**config.mk**
```make
export PLATFORM = sky130hd
export DESIGN_NAME = lif_neuron_layer_seq
export DESIGN_NICKNAME = d
export VERILOG_FILES = /design/src/rtl/lif_neuron_layer_seq.sv
export SDC_FILE = /design/constraint.sdc
export NUM_CORES = 1
export LEC_CHECK = 0
export CORE_UTILIZATION = 55
export DETAILED_ROUTE_END_ITERATION = 7
export GPL_TIMING_DRIVEN = 0
export PLACE_DENSITY = 0.85
export SLEW_MARGIN = 20
export SYNTH_ARGS = -nofsm -noshare
export SYNTH_HDL_FRONTEND = slang
export SYNTH_SLANG_ARGS = --single-unit
```
**constraint.sdc**
```tcl
create_clock -name clk -period 23.2 [get_ports clk]
set_clock_uncertainty 0.2 [all_clocks]
set_input_delay 2.32 -clock clk [delete_from_list [all_inputs] [get_ports clk]]
set_output_delay 2.32 -clock clk [all_outputs]
set_load 0.01 [all_outputs]
```
**src/rtl/lif_neuron_layer_seq.sv**
```systemverilog
// Time-multiplexed leaky integrate-and-fire layer: one shared update datapath sweeps stored membranes.
// Optional refractory counters are enabled with `define REFRACTORY_EN.

module lif_update #(
  parameter int N_STAGE     = 3,
  parameter int N_MEMBRANE  = N_STAGE + 2,
  parameter int N_THRESHOLD = N_MEMBRANE - 1
) (
  input  logic [2**N_STAGE-1:0]         inputs,
  input  logic [2**N_STAGE-1:0]         weights,
  input  logic signed [N_MEMBRANE-1:0]  u,
  input  logic [2:0]                    shift,
  input  logic [N_THRESHOLD-1:0]        threshold,
  input  logic                          hold,
  output logic signed [N_MEMBRANE-1:0]  u_next,
  output logic                          spike
);
  localparam int N_IN = 2**N_STAGE;
  localparam int PW   = N_STAGE + 2;
  // One guard bit above the wider of membrane and psp so the sum never wraps before clamping.
  localparam int AW   = ((N_MEMBRANE > PW) ? N_MEMBRANE : PW) + 1;
  localparam logic signed [AW-1:0] ONE   = AW'(1);
  localparam logic signed [AW-1:0] MAX_U = AW'((2**(N_MEMBRANE-1)) - 1);
  localparam logic signed [AW-1:0] MIN_U = ~MAX_U;

  logic signed [N_MEMBRANE-1:0] dec;
  logic signed [AW-1:0]         psp, dec_x, sum, acc, thr_x, res;

  always_comb begin
    psp = '0;
    for (int i = 0; i < N_IN; i++)
      if (inputs[i] && !hold) psp = weights[i] ? psp + ONE : psp - ONE;
    // u - (u >>> s) stays within range for both signs, so no clamp is needed here.
    dec   = (shift == 3'd0) ? u : u - (u >>> shift);
    dec_x = {{(AW-N_MEMBRANE){dec[N_MEMBRANE-1]}}, dec};
    sum   = dec_x + psp;
    if (sum > MAX_U)      acc = MAX_U;
    else if (sum < MIN_U) acc = MIN_U;
    else                  acc = sum;
    thr_x  = AW'(threshold);
    spike  = !hold && (acc >= thr_x);
    res    = spike ? acc - thr_x : acc;
    u_next = res[N_MEMBRANE-1:0];
  end
endmodule

module lif_neuron_layer_seq #(
  parameter int N_STAGE     = 3,
  parameter int N_MEMBRANE  = N_STAGE + 2,
  parameter int N_THRESHOLD = N_MEMBRANE - 1,
  parameter int N_NEURONS   = 4,
  parameter int IDX_W       = (N_NEURONS > 1) ? $clog2(N_NEURONS) : 1
) (
  input  logic                         clk,
  input  logic                         reset,
  input  logic                         start,
  input  logic [2**N_STAGE-1:0]        inputs,
  input  logic [2:0]                   shift,
  input  logic [N_THRESHOLD-1:0]       threshold,
`ifdef REFRACTORY_EN
  input  logic [1:0]                   refractory,
`endif
  input  logic                         weight_valid,
  input  logic [2**N_STAGE-1:0]        weight_in,
  output logic                         weight_ready,
  output logic [IDX_W-1:0]             neuron_idx,
  output logic                         busy,
  output logic                         done,
  output logic [N_NEURONS-1:0]         spikes,
  input  logic [IDX_W-1:0]             mem_sel,
  output logic signed [N_MEMBRANE-1:0] mem_out
);
  localparam int N_IN = 2**N_STAGE;
  localparam logic [1:0] S_IDLE = 2'd0;
  localparam logic [1:0] S_RUN  = 2'd1;
  localparam logic [1:0] S_DONE = 2'd2;

  logic [1:0]                            state;
  logic [N_IN-1:0]                       in_q;
  logic [2:0]                            shift_q;
  logic [N_THRESHOLD-1:0]                thr_q;
  logic [N_NEURONS-1:0][N_MEMBRANE-1:0]  mem;
  logic [N_NEURONS-1:0]                  spk_sh, spk_next;
  logic                                  accept, last, hold, fire;
  logic signed [N_MEMBRANE-1:0]          u_cur, u_next;

  assign accept       = (state == S_RUN) && weight_valid;
  assign last         = (neuron_idx == IDX_W'(N_NEURONS - 1));
  assign u_cur        = mem[neuron_idx];
  assign weight_ready = (state == S_RUN);
  assign busy         = (state == S_RUN) || (state == S_DONE);
  assign done         = (state == S_DONE);

  lif_update #(
    .N_STAGE     (N_STAGE),
    .N_MEMBRANE  (N_MEMBRANE),
    .N_THRESHOLD (N_THRESHOLD)
  ) u_upd (
    .inputs    (in_q),
    .weights   (weight_in),
    .u         (u_cur),
    .shift     (shift_q),
    .threshold (thr_q),
    .hold      (hold),
    .u_next    (u_next),
    .spike     (fire)
  );

  always_comb begin
    spk_next             = spk_sh;
    spk_next[neuron_idx] = fire;
  end

  always_ff @(posedge clk) begin
    if (reset) begin
      state      <= S_IDLE;
      neuron_idx <= '0;
      in_q       <= '0;
      shift_q    <= '0;
      thr_q      <= '0;
      mem        <= '0;
      spk_sh     <= '0;
      spikes     <= '0;
    end else begin
      case (state)
        S_IDLE: if (start) begin
          state      <= S_RUN;
          neuron_idx <= '0;
          in_q       <= inputs;
          shift_q    <= shift;
          thr_q      <= threshold;
          spk_sh     <= '0;
        end
        S_RUN: if (weight_valid) begin
          mem[neuron_idx] <= u_next;
          spk_sh          <= spk_next;
          if (last) begin
            state      <= S_DONE;
            spikes     <= spk_next;
            neuron_idx <= '0;
          end else begin
            neuron_idx <= neuron_idx + 1'b1;
          end
        end
        S_DONE:  state <= S_IDLE;
        default: state <= S_IDLE;
      endcase
    end
  end

`ifdef REFRACTORY_EN
  logic [1:0]                 refr_q;
  logic [N_NEURONS-1:0][1:0]  rcnt;

  assign hold = (rcnt[neuron_idx] != 2'd0);

  always_ff @(posedge clk) begin
    if (reset) begin
      refr_q <= '0;
      rcnt   <= '0;
    end else begin
      if ((state == S_IDLE) && start) refr_q <= refractory;
      if (accept) begin
        if (hold)      rcnt[neuron_idx] <= rcnt[neuron_idx] - 2'd1;
        else if (fire) rcnt[neuron_idx] <= refr_q;
      end
    end
  end
`else
  assign hold = 1'b0;
`endif

  // Readout select can only exceed the array when N_NEURONS is not a power of two.
  generate
    if (N_NEURONS == 2**IDX_W) begin : g_rd_full
      assign mem_out = mem[mem_sel];
    end else begin : g_rd_part
      always_comb begin
        mem_out = '0;
        if (int'(mem_sel) < N_NEURONS) mem_out = mem[mem_sel];
      end
    end
  endgenerate
endmodule

```
# Yosys cells after proc, flatten, opt, wreduce, memory -nomap -nowiden
# Cells that the tools add are included.
[word_totals] in_bits=29 wordCells=93 out_inout_bits=14 register_bits=47
[classes] shift=1 magnitude_cmp=6 mux=41 n_addsub=18 n_eq_ne=6 n_reduce_logical=10
[op_table] operator="6-bit two-way mux" count=18
[op_table] operator="6-bit by 2-bit adder with 6-bit output (second input constant)" count=7
[op_table] operator="6-bit by 2-bit subtractor with 6-bit output (second input constant)" count=7
[op_table] operator="5-bit two-way mux" count=5
[op_table] operator="5-bit binary-select mux with 2-bit select" count=2
[op_table] operator="20-bit bitwise mux" count=1
[op_table] operator="2-bit two-way mux" count=6
[op_table] operator="5-bit demux with 2-bit select" count=1
[op_table] operator="5-bit subtractor" count=2
[op_table] operator="3-bit AND reduction" count=3
[op_table] operator="4-bit two-way mux" count=2
[op_table] operator="2-bit case mux with 2 select lines" count=2
[op_table] operator="4-bit case mux with 2 select lines" count=1
[op_table] operator="5-bit by 6-bit adder with 6-bit output" count=1
[op_table] operator="6-bit by 5-bit >= comparator with 1-bit output" count=1
[op_table] operator="6-bit by 5-bit > comparator with 1-bit output (second input constant)" count=1
[op_table] operator="2-bit by 3-bit < comparator with 1-bit output (second input constant)" count=2
[op_table] operator="6-bit by 5-bit < comparator with 1-bit output (second input constant)" count=1
[op_table] operator="5-bit by 3-bit >>> shifter with 5-bit output" count=1
[op_table] operator="4-bit bitwise mux" count=1
[op_table] operator="2-bit == test (second input constant)" count=2
[op_table] operator="2-bit inequality test (second input constant)" count=2
[op_table] operator="2-bit AND reduction" count=2
[op_table] operator="3-bit zero test" count=1
[op_table] operator="other kinds (10)" count=10

# Depth between registers and ports, before layout
# Gate-level depths: netlist (run 1).
[depth] depth_word=31 mapped_depth=45 mapped_depth_nobuf=43

# Hierarchy
# From an unflattened synthesis (run 1), not the netlist that was laid out.
[unflattened] hier_cells=559 hier_area_um2=4662.0
[by_module_without_submodules] module="lif_update" seq_area_each_um2=0.0 area_each_um2=2552.4 cells_each=335 n_inst=1
[by_module_without_submodules] module="lif_neuron_layer_seq" seq_area_each_um2=920.9 area_each_um2=2109.5 cells_each=224 n_inst=1

# Worst setup path after synthesis (run 1)
# Ideal clock, no wire load.
[synth_path] path_kind="input to register" startpoint="input port weight_in[0]" endpoint="register mem[0] in the netlist's numbering" n_path_buf=1 setup_time_ps=128 required_time_ps=22872 arrival_time_ps=11655 slack_ps=11217 path_stages=41 path_cell_list="nor2_1 -> fa_1 -> a21o_1 -> fa_1 -> inv_1 -> fa_1 -> a21oi_1 -> ha_1 -> xor2_1 -> mux2_2 -> ha_1 -> xor2_1 -> mux2_2 -> ha_1 -> xor2_1 -> mux2_2 -> ha_1 -> xor2_1 -> [5 not listed] -> a21oi_1 -> o21bai_1 -> a21oi_1 -> xnor2_1 -> xnor3_1 -> xor3_2 -> buf_6 -> maj3_2 -> inv_1 -> ha_1 -> inv_1 -> fa_1 -> a21o_1 -> a21oi_1 -> nand2_1 -> or2_2 -> a21oi_1 -> o31ai_1"
[synth_via] elab_chain_len=30 elab_cells_between_ends=39 classes_between="add/sub (16); order compare (3); mux (20)"
[synth_rtl] item="start: declaration" line_no="64" rtl="input logic [2**N_STAGE-1:0] weight_in,"
[synth_rtl] item="6-bit two-way mux * (2 in a row)" line_no="32" rtl="if (inputs[i] && !hold) psp = weights[i] ? psp + ONE : psp - ONE;"
[synth_rtl] item="6-bit by 2-bit subtractor with 6-bit output or 6-bit by 2-bit adder with 6-bit output (tied branches)" line_no="32"
[synth_rtl] item="6-bit two-way mux" line_no="32"
[synth_rtl] item="6-bit two-way mux *" line_no="32"
[synth_rtl] item="6-bit by 2-bit subtractor with 6-bit output or 6-bit by 2-bit adder with 6-bit output (tied branches)" line_no="32"
[synth_rtl] item="6-bit two-way mux" line_no="32"
[synth_rtl] item="6-bit two-way mux *" line_no="32"
[synth_rtl] item="6-bit by 2-bit subtractor with 6-bit output or 6-bit by 2-bit adder with 6-bit output (tied branches)" line_no="32"
[synth_rtl] item="[13 not listed]"
[synth_rtl] item="6-bit two-way mux *" line_no="32"
[synth_rtl] item="5-bit by 6-bit adder with 6-bit output *" line_no="36" rtl="sum = dec_x + psp;"
[synth_rtl] item="6-bit by 5-bit < comparator with 1-bit output" line_no="38" rtl="else if (sum < MIN_U) acc = MIN_U;"
[synth_rtl] item="6-bit two-way mux" line_no="38"
[synth_rtl] item="6-bit two-way mux *" line_no="37" rtl="if (sum > MAX_U) acc = MAX_U;"
[synth_rtl] item="5-bit subtractor or 6-bit by 5-bit >= comparator with 1-bit output (tied branches)" line_no="42, 41"
[synth_rtl] item="5-bit two-way mux *" line_no="42" rtl="res = spike ? acc - thr_x : acc;"
[synth_rtl] item="20-bit bitwise mux *" line_no="135" rtl="mem[neuron_idx] <= u_next;"
[synth_rtl] item="end signal: indexed assignment" line_no="135"
[synth_rtl] item="end: declaration" line_no="82" rtl="logic [N_NEURONS-1:0][N_MEMBRANE-1:0] mem;"
# Mark *: on every way between the ends. The rest lies on a longest branch, timed or not.
# A chain may end at the register's enable or synchronous reset.

# Final worst setup path (run 1)
[layout_path] startpoint="input port weight_in[0]" endpoint="register mem[11] in the netlist's numbering"
# The elaborated chain is that of the path after synthesis.

==> impl_metrics.py, run 1 <==
metrics = {
    "status": {
        "result_of_the_run": "finished clean",
    },
    "cts": {
        "cts_tree": "built",
        "clock_latency_ps": 310,
        "cts_resized": 0,
        "root_buffer": "clkbuf_8",
        "cts-buffers-inserted": 5,
        "cts.clk_slew.worst_paths_ps": 90,
        "cts.hold.buffers_added": 0,
        "post-cts-setup-buffer-count": 0,
        "ctsLongestPathBuffers": 2,
        "ctsHtreeMaxLevel": 2,
        "cts.sink_count": 46,
    },
    "routing": {
        "route.vias.total": 4007,
        "route.detailed.drc": 0,
        "detail_route.vias_per_cell": 5.96,
        "routed_wire_length_per_instance_um": 15.5,
        "antenna_left": 0,
        "drt-total-wl_um": 10400,
        "first_iter_violations": 190,
        "detailedRoute.firstPassIterationCount": 4,
    },
    "floorplan": {
        "cell_row_count": 32,
        "die_y_um": 93.1,
        "ioPinCount": 43,
        "die_w_um": 93.1,
        "floorplan.die_area_um2": 8670,
        "core_area_um2": 7890,
        "start_util_pct": 57.9,
    },
    "power_and_ir_drop": {
        "p_comb_share_pct": 80.5,
        "power_frac_clock_pct": 7.6,
        "max-vdd-ir-drop_mv": 0.117,
        "power.density_cell_area_nw_per_um2": 144,
        "power_leakage_nw": 2.16,
        "switching_power_w": 0.000399,
        "cellInternalPower_w": 0.000352,
        "switching_share_pct": 53.1,
        "p_total_w": 0.000751,
        "seq_power_share_pct": 12.0,
    },
    "setup_path": {
        "cpPeakStageDelay_ps": 470,
        "startpoint": "weight_in[0]",
        "slowest_stage": "fa_1",
        "worst-setup-path-type": "in2reg",
        "timing.critical_path.to_type": "register",
        "worstPathArrival_ps": 13020,
        "worstPathMaxFanout": 9,
        "worstPathRequired_ps": 23180,
        "r2r-start": "in_q[0]",
        "critical_path.most_common_cell": "ha_1",
        "start_kind": "primary input",
    },
    "global_route": {
        "groute.usage.overall_pct": 25.7,
        "remaining_global_route_overflow": 0,
        "first_global_vias": 4006,
        "number_of_antenna_violations_at_the_first_check_in_global_routing": 0,
        "grt_first_pass_wirelength_um": 17800,
        "grt_start_max_net_pins": 15,
    },
    "placement": {
        "weighted_congestion_reported_at_the_end_of_routability_driven_placement": 0.868,
        "placed_wire_length_estimate_um": 8120,
        "post-place-cells": 664,
        "place.port_buffers": 40,
        "post-place-ws_ps": 9920,
    },
    "finish": {
        "final_layout_size_suffix_gt1_share_pct": 10.9,
        "most-common-layout-cells": "60 x nand2_1, 52 x a21oi_1, 46 x dfxtp_1, 45 x ha_1, 40 x clkdlybuf4s50_1",
        "layout.cells.most_common": "nand2_1",
        "final.fill_count": 651,
        "multi_input_comb_area_um2": 3400,
        "area.sequential_um2": 921,
        "design.final.nets": 655,
        "syn_to_final_growth_pct": 13.9,
        "instances_no_fill": 672,
        "num_antenna_cells": 0,
    },
    "job": {
        "drv_cap": 0,
    },
    "sta": {
        "highest_attainable_clock_frequency_mhz": 76.6,
        "timing.max_slew.rel_slack_pct": 54.5,
        "max_slew.worst_pin.slew_ps": 677,
        "rsz0062_at_grt": "false",
        "final_period_minus_worst_setup_slack_ps": 13050,
        "worst_slack_ps": 10150,
        "finalSetupViolations": 0,
        "final_hold_vios": 0,
        "timing.final.crit_share_pct": 56.2,
        "timing.setup.tns_ps": 0,
        "final_max_slew_viol_count": 0,
    },
    "worst_hold_path": {
        "timing.hold.worst.start": "thr_q[3]",
        "holdCritPathClass": "reg2reg",
    },
    "synth": {
        "synth.avg_cell_area_um2": 8.75,
        "synth-seq-cells": 46,
        "synth-warning-count": 0,
        "async_reset_ff_share_pct": 0,
        "syn-instance-count": 522,
        "synthDominantCellAreaShare_pct": 20.2,
        "synth_area_leader_cell": "dfxtp_1",
        "synth-seq-area-share_pct": 20.2,
        "synthesis.area_um2": 4570,
        "dominantRegCellSynth": "dfxtp_1",
        "synth-edff-count": 0,
        "mappedNetlistNets": 608,
        "netlist-cell-type-count": 59,
        "post_synth_main_area_contributors": "dfxtp_1 20%, ha_1 12%, a21oi_1 5.7%",
    },
}
cells by family after synthesis:
family / Yosys count / synth area share (%)
AO/OA/AOI/OAI: 136 / 19.2
XOR/XNOR: 37 / 9.07
adder cells (fa/ha/maj): 59 / 18.0
buffers and inverters: 62 / 5.37
flip-flops: 46 / 20.2
multiplexers: 40 / 12.6
AND/OR/NAND/NOR: 142 / 15.5
layout make-up:
cell class,count,area share [%]
inverters,36,2.60
clock buffers,7,1.85
multi-input cells,414,65.4
well taps,102,2.45
flip-flops and latches,46,17.7
plain buffers,26,2.12
clock inverters,1,0.168
repair buffers,40,7.70
per-stage QoR:
| stage | instance area [um2] | util (%) | hold WS [ps] |
|---|---|---|---|
| floorplan | 4570 | - | 236 |
| global placement | 5100 | 64.6 | 245 |
| detailed placement | 5100 | 64.6 | 259 |
| CTS | 5200 | 65.9 | 272 |
| global route | 5200 | 65.9 | 296 |
| finish | 5200 | 65.9 | 272 |
state kept, by name (all words and copies together) (netlist names):
register    flops
in_q            8
mem            20
neuron_idx      2
shift_q         3
spikes          4
spk_sh          3
state           2
thr_q           4
cells in the mapped netlist, types with 3 or more instances:
library cell,count
a21o_1,19
a21oi_1,52
a311oi_1,4
a31oi_1,5
clkbuf_1,20
dfxtp_1,46
fa_1,12
ha_1,45
inv_1,36
mux2_2,20
mux2i_1,8
mux4_2,11
nand2_1,60
nand3_1,6
nand3b_1,16
nand4_1,4
nor2_1,23
nor2b_1,3
nor3_1,9
o21ai_0,19
o21bai_1,4
o31ai_1,14
or2_2,4
xnor2_1,18
xor2_1,13
power by group through the flow:
stage / sequential [W] / combinational [W] / clock (W)
final: 0.0000900 / 0.000605 / 0.0000568
after global routing: 0.0000909 / 0.000662 / 0.0000603
after CTS: 0.0000898 / 0.000599 / 0.0000567
after detailed placement: 0.0000914 / 0.000591 / 0
after global placement: 0.0000913 / 0.000573 / 0
after floorplan: 0.0000900 / 0.000474 / 0
worst max-delay path, delay by kind of cell:
| kind | cells | cell delay [ps] |
|---|---|---|
| adder cells (fa/ha/maj) | 12 | 4000 |
| multiplexers | 5 | 1380 |
| XOR/XNOR | 8 | 1800 |
| AO/OA/AOI/OAI | 9 | 1870 |
| buffers and inverters | 6 | 830 |
| AND/OR/NAND/NOR | 4 | 800 |
worst paths after layout:
| check | slack (ps) | depth (start not counted) | to |
|---|---|---|---|
| worst max-delay path | 10150 | 44 | mem[11] |
| worst min-delay path | 270 | 2 | thr_q[3] |
| worst max register to register | 11940 | 44 | mem[11] |
| worst min register to register | 270 | 2 | thr_q[3] |
per-layer routing:
metal / up-vias / share of wire, % / global-route usage [%]
met5: - / 0 / 0
met4: 0 / 0.62 / 6.28
met3: 4 / 5.4 / 4.15
met2: 105 / 50 / 47.2
met1: 1930 / 44 / 31.0
li1: 1968 / - / -
Power figures use the tool's default switching activity.
==> run 2: changes to the inputs <==
--- a/config.mk
+++ b/config.mk
@@ -5,10 +5,10 @@
 export SDC_FILE = /design/constraint.sdc
 export NUM_CORES = 1
 export LEC_CHECK = 0
-export CORE_UTILIZATION = 55
+export CORE_UTILIZATION = 53
 export DETAILED_ROUTE_END_ITERATION = 7
 export GPL_TIMING_DRIVEN = 0
-export PLACE_DENSITY = 0.85
+export PLACE_DENSITY = 0.86
 export SLEW_MARGIN = 20
 export SYNTH_ARGS = -nofsm -noshare
 export SYNTH_HDL_FRONTEND = slang
==> constraint.sdc (replaced) <==
create_clock -name clk -period 11.59 [get_ports clk]
set_clock_uncertainty 0.2 [all_clocks]
set_input_delay 1.159 -clock clk [delete_from_list [all_inputs] [get_ports clk]]
set_output_delay 1.159 -clock clk [all_outputs]
set_load 0.01 [all_outputs]
==> run 2 against run 1 <==
Die area grew 3.7%. Cell area up 2.9%. Critical path depth shrank 2. Non-clock buffer count is 3 higher. Critical endpoint is now mem[7]. Largest cell class unchanged.
==> impl_metrics.py, run 2 (same netlist as run 1, synthesis figures left out) <==
metrics = {
    "status": {
        "result_of_the_run": "finished clean",
    },
    "setup_path": {
        "timing.critical_path.to_type": "register",
        "worst-setup-path-type": "in2reg",
        "worst_r2r_path_depth": 42,
        "cp_num_buf_inv": 6,
        "worstPathMaxFanout": 9,
        "start_kind": "primary input",
        "cpPeakStageDelay_ps": 490,
        "critical_path.top_delay_family": "adder cells",
        "worstPathArrival_ps": 11190,
        "worst-path-stages": 42,
        "worstPathRequired_ps": 11580,
        "slowest_stage": "clkdlybuf4s50_1",
    },
    "sta": {
        "final_max_slew_viol_count": 0,
        "timing.setup.tns_ps": 0,
        "max_slew.worst_pin.slew_ps": 725,
        "finalSetupViolations": 0,
        "highest_attainable_clock_frequency_mhz": 89.3,
        "timing.max_slew.rel_slack_pct": 51.3,
        "final_hold_vios": 0,
        "timing.final.crit_share_pct": 96.6,
        "final_period_minus_worst_setup_slack_ps": 11200,
        "fin_worst_hold_slack_ps": 265,
    },
    "cts": {
        "cts.sink_count": 46,
        "root_buffer": "clkbuf_8",
        "cts-buffers-inserted": 5,
        "clock_latency_ps": 300,
        "cts_tree": "built",
        "ctsHtreeMaxLevel": 2,
        "ctsLongestPathBuffers": 2,
        "cts.clk_slew.worst_paths_ps": 90,
    },
    "finish": {
        "final.fill_count": 658,
        "num_antenna_cells": 0,
        "max_flop_register": "mem",
        "largest_register_ff_count": 20,
        "most-common-layout-cells": "60 x nand2_1, 46 x dfxtp_1, 44 x a21oi_1, 42 x ha_1, 40 x clkdlybuf4s50_1",
        "instances_no_fill": 678,
        "final_layout_size_suffix_gt1_share_pct": 14.1,
        "layout.cells.most_common": "nand2_1",
        "syn_to_final_growth_pct": 17.2,
        "design.final.nets": 658,
        "reg_top3": "mem (20), in_q (8)",
    },
    "global_route": {
        "grt_start_max_net_pins": 15,
        "first_global_vias": 3970,
        "grt_first_pass_wirelength_um": 17600,
        "groute.usage.overall_pct": 24.6,
        "remaining_global_route_overflow": 0,
        "number_of_antenna_violations_at_the_first_check_in_global_routing": 0,
    },
    "worst_hold_path": {
        "holdCritPathClass": "reg2reg",
        "worst_hold_path.num_cells": 2,
    },
    "floorplan": {
        "cell_row_count": 33,
        "ioPinCount": 43,
        "floorplan.die_area_um2": 8990,
        "core_area_um2": 8300,
        "die_y_um": 94.8,
        "start_util_pct": 55.0,
        "die_w_um": 94.8,
    },
    "routing": {
        "routed_wire_length_per_instance_um": 16.2,
        "drt-total-wl_um": 11000,
        "antenna_left": 0,
        "first_iter_violations": 227,
        "detail_route.vias_per_cell": 6.11,
        "route.vias.total": 4144,
        "detailedRoute.firstPassIterationCount": 5,
        "route.detailed.drc": 0,
    },
    "placement": {
        "placed_wire_length_estimate_um": 8400,
        "weighted_congestion_reported_at_the_end_of_routability_driven_placement": 0.908,
        "post-place-cells": 667,
        "place.port_buffers": 40,
    },
    "job": {
        "drv_cap": 0,
    },
}
==> run 2: cell count changes in the layout (fill, tap and decap cells not counted), moves of 2 or more <==
cell	before	now
a21oi_4	0	2
a21oi_2	1	7
o2bb2ai_2	2	0
ha_4	0	3
o2bb2ai_4	0	2
buf_4	0	3
ha_1	45	42
a21oi_1	52	44
==> run 2: stage by stage <==
stage                     setup WS (ps)  cell area [um2]  utilization [%]
after global routing               -120             5350             64.5
after floorplan                     768             4570                -
after CTS                          96.2             5210             62.8
final                               389             5350             64.5
after global placement             -271             5100             61.5
after detailed placement           -615             5100             61.5
==> run 2: metal layers <==
layer | global-route usage, % | vias to the layer above | wire length (um)
li1 | - | 1977 | -
met1 | 29.0 | 1989 | 4520
met2 | 45.5 | 149 | 5710
met3 | 3.46 | 29 | 581
met4 | 7.95 | 0 | 189
met5 | 0 | - | 0
==> run 2: worst register-to-register path: cells and delay by family, from the launching register on <==
kind | cells | cell delay, ps
mux | 5 | 1450
compound gates | 9 | 1660
fa+ha+maj | 12 | 3990
buf+inv | 5 | 520
flops | 1 | 470
xor+xnor | 8 | 1440
simple gates | 3 | 650
==> run 2: final cells by class <==
| cell class | instances | area [um2] | area share (%) |
|---|---|---|---|
| plain buffers | 26 | 111 | 2.08 |
| clock inverters | 1 | 8.76 | 0.164 |
| clock buffers | 7 | 86.3 | 1.61 |
| flip-flops and latches | 46 | 921 | 17.2 |
| inverters | 36 | 135 | 2.52 |
| repair buffers | 43 | 423 | 7.90 |
| well taps | 105 | 131 | 2.45 |
| multi-input cells | 414 | 3540 | 66.1 |
==> run 2: path summary, 6_finish.rpt <==
path / from / end / slack [ps]
max: weight_in[1] / mem[7] / 390
min: spikes[3] / spikes[3] / 260
max reg2reg: in_q[0] / mem[7] / 1120
min reg2reg: spikes[3] / spikes[3] / 260
==> run 2: repair_timing <==
item / CTS / global route
pin swaps: 3 / 6
hold buffers: 0 / 0
gates resized for setup: 4 / 21
buffers inserted: 0 / 3
endpoints found under the setup margin: 16 / 24
Power of run 2 is left out: the tool's default activity adds up to more than one toggle a clock period on the data nets, which glitch-free logic cannot reach.
